===== config.mk =====
export PLATFORM = sky130hd
export DESIGN_NAME = pipelined_adder_sub
export DESIGN_NICKNAME = d
export VERILOG_FILES = /design/src/rtl/arith_pkg.sv /design/src/rtl/adder_slice.sv /design/src/rtl/pipelined_adder_sub.sv
export SDC_FILE = /design/constraint.sdc
export NUM_CORES = 1
export LEC_CHECK = 0
export CORE_ASPECT_RATIO = 1.75
export CORE_MARGIN = 3
export CORE_UTILIZATION = 40
export DETAILED_ROUTE_END_ITERATION = 10
export GPL_ROUTABILITY_DRIVEN = 0
export REMOVE_ABC_BUFFERS = 1
export SYNTH_ARGS = -nofsm -noshare
export SYNTH_HDL_FRONTEND = slang
export SYNTH_SLANG_ARGS = --single-unit
export TNS_END_PERCENT = 20

===== constraint.sdc =====
create_clock -name clk -period 3.83 [get_ports clk]
set_clock_uncertainty 0.2 [all_clocks]
set_input_delay 0.766 -clock clk [delete_from_list [all_inputs] [get_ports clk]]
set_output_delay 0.766 -clock clk [all_outputs]
set_load 0.01 [all_outputs]

===== src/rtl/arith_pkg.sv =====
// Shared arithmetic helpers: ALU op encoding, slice geometry, 1-bit full adder.
// Latency: none (package of constants and pure functions).
// Backpressure: not applicable.
package arith_pkg;

    // Encoding driven onto the adder's sub input by the ALU decoder
    localparam logic OP_ADD = 1'b0;
    localparam logic OP_SUB = 1'b1;

    // Bits handled by each pipeline stage; guarded so a bad STAGES never divides by zero
    function automatic int slice_width(input int width, input int stages);
        return (stages >= 1) ? (width / stages) : width;
    endfunction

    // Geometry is legal when every stage gets an equal, non-empty slice
    function automatic bit geometry_ok(input int width, input int stages);
        return (stages >= 1) && (width >= 2) && ((width % stages) == 0);
    endfunction

    // Returns {carry_out, sum}
    function automatic logic [1:0] full_adder(input logic a, input logic b, input logic ci);
        return {(a & b) | (ci & (a ^ b)), a ^ b ^ ci};
    endfunction

endpackage


===== src/rtl/adder_slice.sv =====
// Combinational SLICE-bit ripple-carry adder built from full_adder cells.
// Latency: 0 cycles (purely combinational).
// Backpressure: none; the enclosing pipeline stage decides when to register the result.
module adder_slice
    import arith_pkg::*;
#(
    parameter int SLICE = 8
) (
    input  logic [SLICE-1:0] a,
    input  logic [SLICE-1:0] b,
    input  logic             ci,
    output logic [SLICE-1:0] s,
    output logic             co
);

    logic [SLICE:0] c;

    // Ripple the carry LSB to MSB through one full adder per bit
    always_comb begin
        c    = '0;
        s    = '0;
        c[0] = ci;
        for (int i = 0; i < SLICE; i++) begin
            {c[i+1], s[i]} = full_adder(a[i], b[i], c[i]);
        end
        co = c[SLICE];
    end

endmodule


===== src/rtl/pipelined_adder_sub.sv =====
// Pipelined two's-complement add/sub; carry chain cut into STAGES registered slices.
// Latency: STAGES cycles from input transfer to out_valid; one op per cycle when out_ready=1.
// Backpressure: elastic valid/ready, in_ready combinational from out_ready (no skid buffer).
module pipelined_adder_sub
    import arith_pkg::*;
#(
    parameter int WIDTH  = 32,
    parameter int STAGES = 4
) (
    input  logic             clk,
    input  logic             reset_n,
    input  logic             in_valid,
    output logic             in_ready,
    input  logic [WIDTH-1:0] X,
    input  logic [WIDTH-1:0] Y,
    input  logic             Cin,
    input  logic             sub,
    output logic             out_valid,
    input  logic             out_ready,
    output logic [WIDTH-1:0] Sum,
    output logic             Cout,
    output logic             Ovf,
    output logic             Zero
);

    localparam int SLICE = slice_width(WIDTH, STAGES);

    generate
        if (!geometry_ok(WIDTH, STAGES)) begin : g_bad_geometry
            $error("pipelined_adder_sub: WIDTH must be >= 2 and a multiple of STAGES >= 1");
        end
    endgenerate

    // Index k = what stage k sees: 0 is the raw input, k>0 is stage k-1's register.
    // Operands are shifted right by SLICE each stage so the next slice is always at [SLICE-1:0].
    logic [WIDTH-1:0] x_b [STAGES];
    logic [WIDTH-1:0] y_b [STAGES];
    logic [WIDTH-1:0] s_b [STAGES];   // lower Sum slices already computed
    logic             c_b [STAGES];   // carry into stage k
    logic [SLICE-1:0] ss  [STAGES];   // slice sum of stage k
    logic             sc  [STAGES];   // slice carry-out of stage k

    logic [STAGES-1:0] v;      // stage k register holds a live op
    logic [STAGES-1:0] vin;    // valid arriving at stage k
    logic [STAGES:0]   load;   // stage k may capture this cycle

    // Subtraction is X + ~Y + 1, with a borrow-in cancelling that +1
    assign x_b[0] = X;
    assign y_b[0] = (sub == OP_SUB) ? ~Y : Y;
    assign c_b[0] = (sub == OP_SUB) ? ~Cin : Cin;
    assign s_b[0] = '0;

    assign vin       = (v << 1) | STAGES'(in_valid);
    assign in_ready  = load[0];
    assign out_valid = v[STAGES-1];

    // A stage loads when empty or when its successor is loading; walk from the output back
    always_comb begin
        load         = '0;
        load[STAGES] = out_ready;
        for (int k = STAGES - 1; k >= 0; k--) begin
            load[k] = !v[k] || load[k+1];
        end
    end

    for (genvar k = 0; k < STAGES; k++) begin : g_stage
        adder_slice #(.SLICE(SLICE)) u_slice (
            .a  (x_b[k][SLICE-1:0]),
            .b  (y_b[k][SLICE-1:0]),
            .ci (c_b[k]),
            .s  (ss[k]),
            .co (sc[k])
        );

        if (k < STAGES - 1) begin : g_mid
            logic             v_q;
            logic             c_q;
            logic [WIDTH-1:0] x_q;
            logic [WIDTH-1:0] y_q;
            logic [WIDTH-1:0] s_q;

            // Capture slice result and remaining operands; data only moves with a live op
            always_ff @(posedge clk or negedge reset_n) begin
                if (!reset_n) begin
                    v_q <= 1'b0;
                    c_q <= 1'b0;
                    x_q <= '0;
                    y_q <= '0;
                    s_q <= '0;
                end else begin
                    if (load[k]) v_q <= vin[k];
                    if (load[k] && vin[k]) begin
                        c_q <= sc[k];
                        x_q <= x_b[k] >> SLICE;
                        y_q <= y_b[k] >> SLICE;
                        s_q <= s_b[k] | (WIDTH'(ss[k]) << (k * SLICE));
                    end
                end
            end

            assign v[k]     = v_q;
            assign c_b[k+1] = c_q;
            assign x_b[k+1] = x_q;
            assign y_b[k+1] = y_q;
            assign s_b[k+1] = s_q;
        end else begin : g_last
            logic             v_q;
            logic [WIDTH-1:0] sum_full;
            logic             ovf_c;

            // The top slice is in the low bits here, so bit SLICE-1 is the operand sign
            assign sum_full = s_b[k] | (WIDTH'(ss[k]) << (k * SLICE));
            assign ovf_c    = (x_b[k][SLICE-1] == y_b[k][SLICE-1]) &&
                              (ss[k][SLICE-1] != x_b[k][SLICE-1]);

            // Output register: flags are computed from the same sum they are stored with
            always_ff @(posedge clk or negedge reset_n) begin
                if (!reset_n) begin
                    v_q  <= 1'b0;
                    Sum  <= '0;
                    Cout <= 1'b0;
                    Ovf  <= 1'b0;
                    Zero <= 1'b0;
                end else begin
                    if (load[k]) v_q <= vin[k];
                    if (load[k] && vin[k]) begin
                        Sum  <= sum_full;
                        Cout <= sc[k];
                        Ovf  <= ovf_c;
                        Zero <= ~|sum_full;
                    end
                end
            end

            assign v[k] = v_q;
        end
    end

endmodule


==> qor.yml <==
antenna_violating_nets_post_route: 0
outcome: "finished with violations"
numCtsBuffers: 17
area_growth_syn_to_layout_pct: 26.1
postLayoutCellArea_um2: 10200
cpMostUsedCell: "sky130_fd_sc_hd__fa_2"
critical_path.max_stage_delay_ps: 380
synthesis.area_um2: 8080
fin_max_slew_vios: 0
cts_root_buffer: "sky130_fd_sc_hd__clkbuf_16"
synth_flop_cell: "sky130_fd_sc_hd__dfrtp_1"
worst-endpoint-arrival_ps: 4220
setup.worst_path.class: "primary input to flop"
yosysWarningCount: 0
syn_avg_cell_area_um2: 15.3
synth_sequential_area_ratio_pct: 57.6
grt.overflow.total: 0
drt-vias-per-instance: 4.87
grt_pass1_vias: 5046
final.setup.worst_slack_ps: -278
routedWlPerCell_um: 16.9
dpl.cell_count: 873
core_box_area_um2: 19800
synth_enable_flop_cells: 0
effective_utilization_at_floorplan_pct: 40.8
num_io_pins: 107
detailed_place_hpwl_um: 10700
worstMarginPinSlew_ps: 770
yosys_register_bits: 186
worstRegToRegCells: 14
power.leakage_nw: 4.36
die_width_um: 113
final_cells: 905
final_nets: 750
peakVddDrop_mv: 0.439
grt_max_degree: 84
route.vias.total: 4405
finalSetupViolations: 3
violations: "negative setup slack"
crit_required_ps: 3940
critical_path.max_fanout: 1
fmax_mhz: 243
post_cts_buffers: 0
routed_wirelength_um: 15300
max-cap-violations: 0
antenna_found_initial: 0
clk_latency_ps: 430
final_layout_size_suffix_gt1_share_pct: 34.8
holdCritPathClass: "primary input to asynchronous set/reset pin"
cpMaxStageDelayCell: "sky130_fd_sc_hd__fa_2"
critical_path.cell_chain: "buf_6, xor2_2, fa_2, inv_2, fa_2, fa_2, fa_2, fa_2, fa_2, fa_2, inv_2, fa_1, mux2_4"
antennaDiodeCount: 0
asyncSetResetFlopFracSynth_pct: 100
floorplan.die.height_um: 194
worstSetupStartpointType: "primary input"
timing_hold_violations_final: 0
cts_tree: "yes"
drt_first_iter_violations: 142
cts_max_path_buffers: 2
grt_setup_unrepaired: "yes"
layout_min_cycle_time_ps: 4110
pwr_density_cell_nw_per_um2: 727
cts_num_sinks: 186
synth.lib_cells_used.distinct: 25
detail_route.drc_violations: 0
portion_of_the_clock_cycle_consumed_by_the_worst_path_in_the_final_layout_pct: 107
maxSlewHeadroom_pct: 48.7
pre_cts_slack_ps: -1530
clock_tree.htree_level_count: 4
placed_area_um2: 9460
cts.reportedPaths.clkPinSlew_ps: 70
die_area_um2: 22000
std_cell_rows: 68
netlist_instances: 530
end_kind: "flop"
grt_first_pass_wirelength_um: 25700
io_buffer_count: 106
grt.total_usage_pct: 15.0
drt-pass1-iter-count: 4
filler_cell_count: 1757
synth_stat cells, types with 2 or more instances:
master,count,area [um2]
sky130_fd_sc_hd__o31ai_1,2,15.0
sky130_fd_sc_hd__xor2_1,26,228
sky130_fd_sc_hd__buf_2,15,75.1
sky130_fd_sc_hd__mux2_2,141,1590
sky130_fd_sc_hd__o21ai_0,12,60.1
sky130_fd_sc_hd__nand4_1,2,12.5
sky130_fd_sc_hd__buf_6,5,56.3
sky130_fd_sc_hd__nand2b_1,3,18.8
sky130_fd_sc_hd__mux2_1,22,248
sky130_fd_sc_hd__nor4_1,6,37.5
sky130_fd_sc_hd__inv_1,43,161
sky130_fd_sc_hd__nor4b_1,2,17.5
sky130_fd_sc_hd__xnor2_1,8,70.1
sky130_fd_sc_hd__nand2_1,5,18.8
sky130_fd_sc_hd__mux2i_1,12,120
sky130_fd_sc_hd__dfrtp_1,186,4650
sky130_fd_sc_hd__fa_1,32,641
critical path, delay by kind of cell:
family,cells,cell delay (ps)
muxes,1,280
xor gates and xnor gates,1,160
buffers and inverters,3,200
adders and majority gates,8,2810
metal layers:
layer	GRT usage, %	part of all wire [%]	up-vias
met5	0	0	-
met4	4.86	1.5	0
met3	3.19	2.7	15
met2	26.9	56	71
met1	17.6	40	2308
li1	-	-	2011
cells by family after synthesis:
| logic type | synth area share (%) |
|---|---|
| mux | 24.2 |
| fa+ha+maj | 8.08 |
| flops | 57.6 |
| buf+inv | 3.76 |
| simple gates | 1.66 |
| xor+xnor | 3.68 |
| compound gates | 1.04 |
placed cells by master (no fill, tap or decap), types with 4 or more instances in the layout:
master and instances:
sky130_fd_sc_hd__buf_6 4, sky130_fd_sc_hd__clkdlybuf4s50_1 99, sky130_fd_sc_hd__clkinvlp_4 4, sky130_fd_sc_hd__buf_4 10, sky130_fd_sc_hd__inv_6 4, sky130_fd_sc_hd__mux2_2 141
sky130_fd_sc_hd__fa_1 9, sky130_fd_sc_hd__clkbuf_16 17, sky130_fd_sc_hd__dfrtp_1 186, sky130_fd_sc_hd__inv_2 7, sky130_fd_sc_hd__o21ai_0 11, sky130_fd_sc_hd__nor4_1 5
sky130_fd_sc_hd__mux2_1 21, sky130_fd_sc_hd__xor2_1 24, sky130_fd_sc_hd__xnor2_1 7, sky130_fd_sc_hd__fa_2 23, sky130_fd_sc_hd__inv_1 36, sky130_fd_sc_hd__mux2i_1 12
registers in the layout, summed over array words and instances, names as in the netlist:
signal	count
Zero	1
out_valid	1
Cout	1
g_stage.g_mid.c_q	3
g_stage.g_mid.s_q	48
Sum	32
Ovf	1
g_stage.g_mid.y_q	48
g_stage.g_mid.v_q	3
g_stage.g_mid.x_q	48
stage by stage:
| stage | hold slack, ps | power (mW) | TNS [ps] | utilization, % |
|---|---|---|---|---|
| after floorplan | 257 | 4.43 | -2120 | - |
| after global placement | 271 | 5.49 | -5200 | 47.7 |
| after detailed placement | 277 | 5.58 | -5870 | 47.7 |
| after CTS | 207 | 7.53 | -1080 | 51.3 |
| after global routing | 231 | 7.92 | -997 | 51.4 |
| final | 178 | 7.42 | -641 | 51.4 |
timing repair:
action	CTS	global route
setup endpoints to repair	12	10
gates resized for setup	41	12
hold buffers	0	0
pin swaps	13	10
cell type report:
type                            instances  area [um2]  share of cell area [%]
Sequential cell                       186        4650                    45.6
Tap cell                              245         307                    3.01
Clock buffer                           18         429                    4.21
Timing Repair Buffer                  120        1210                    11.9
Multi-Input combinational cell        279        3250                    31.9
Inverter                               43         161                    1.58
Clock inverter                         14         184                    1.80
power breakdown:
part / internal (mW) / switching, mW
logic: 1.44 / 0.963
clock network: 1.04 / 0.770
registers: 2.70 / 0.499
total: 5.18 / 2.23
worst paths after layout:
check,start,slack [ps],to
max in group asynchronous,reset_n,2390,g_stage[1].g_mid.s_q[6]
min in group clk,g_stage[0].g_mid.y_q[10],290,g_stage[0].g_mid.y_q[10]
worst max-delay path,Cin,-280,g_stage[0].g_mid.s_q[7]
worst max register to register,g_stage[2].g_mid.c_q,-180,Zero
worst min-delay path,reset_n,180,g_stage[0].g_mid.x_q[13]
worst min register to register,g_stage[0].g_mid.y_q[10],290,g_stage[0].g_mid.y_q[10]
Power figures use the tool's default switching activity.
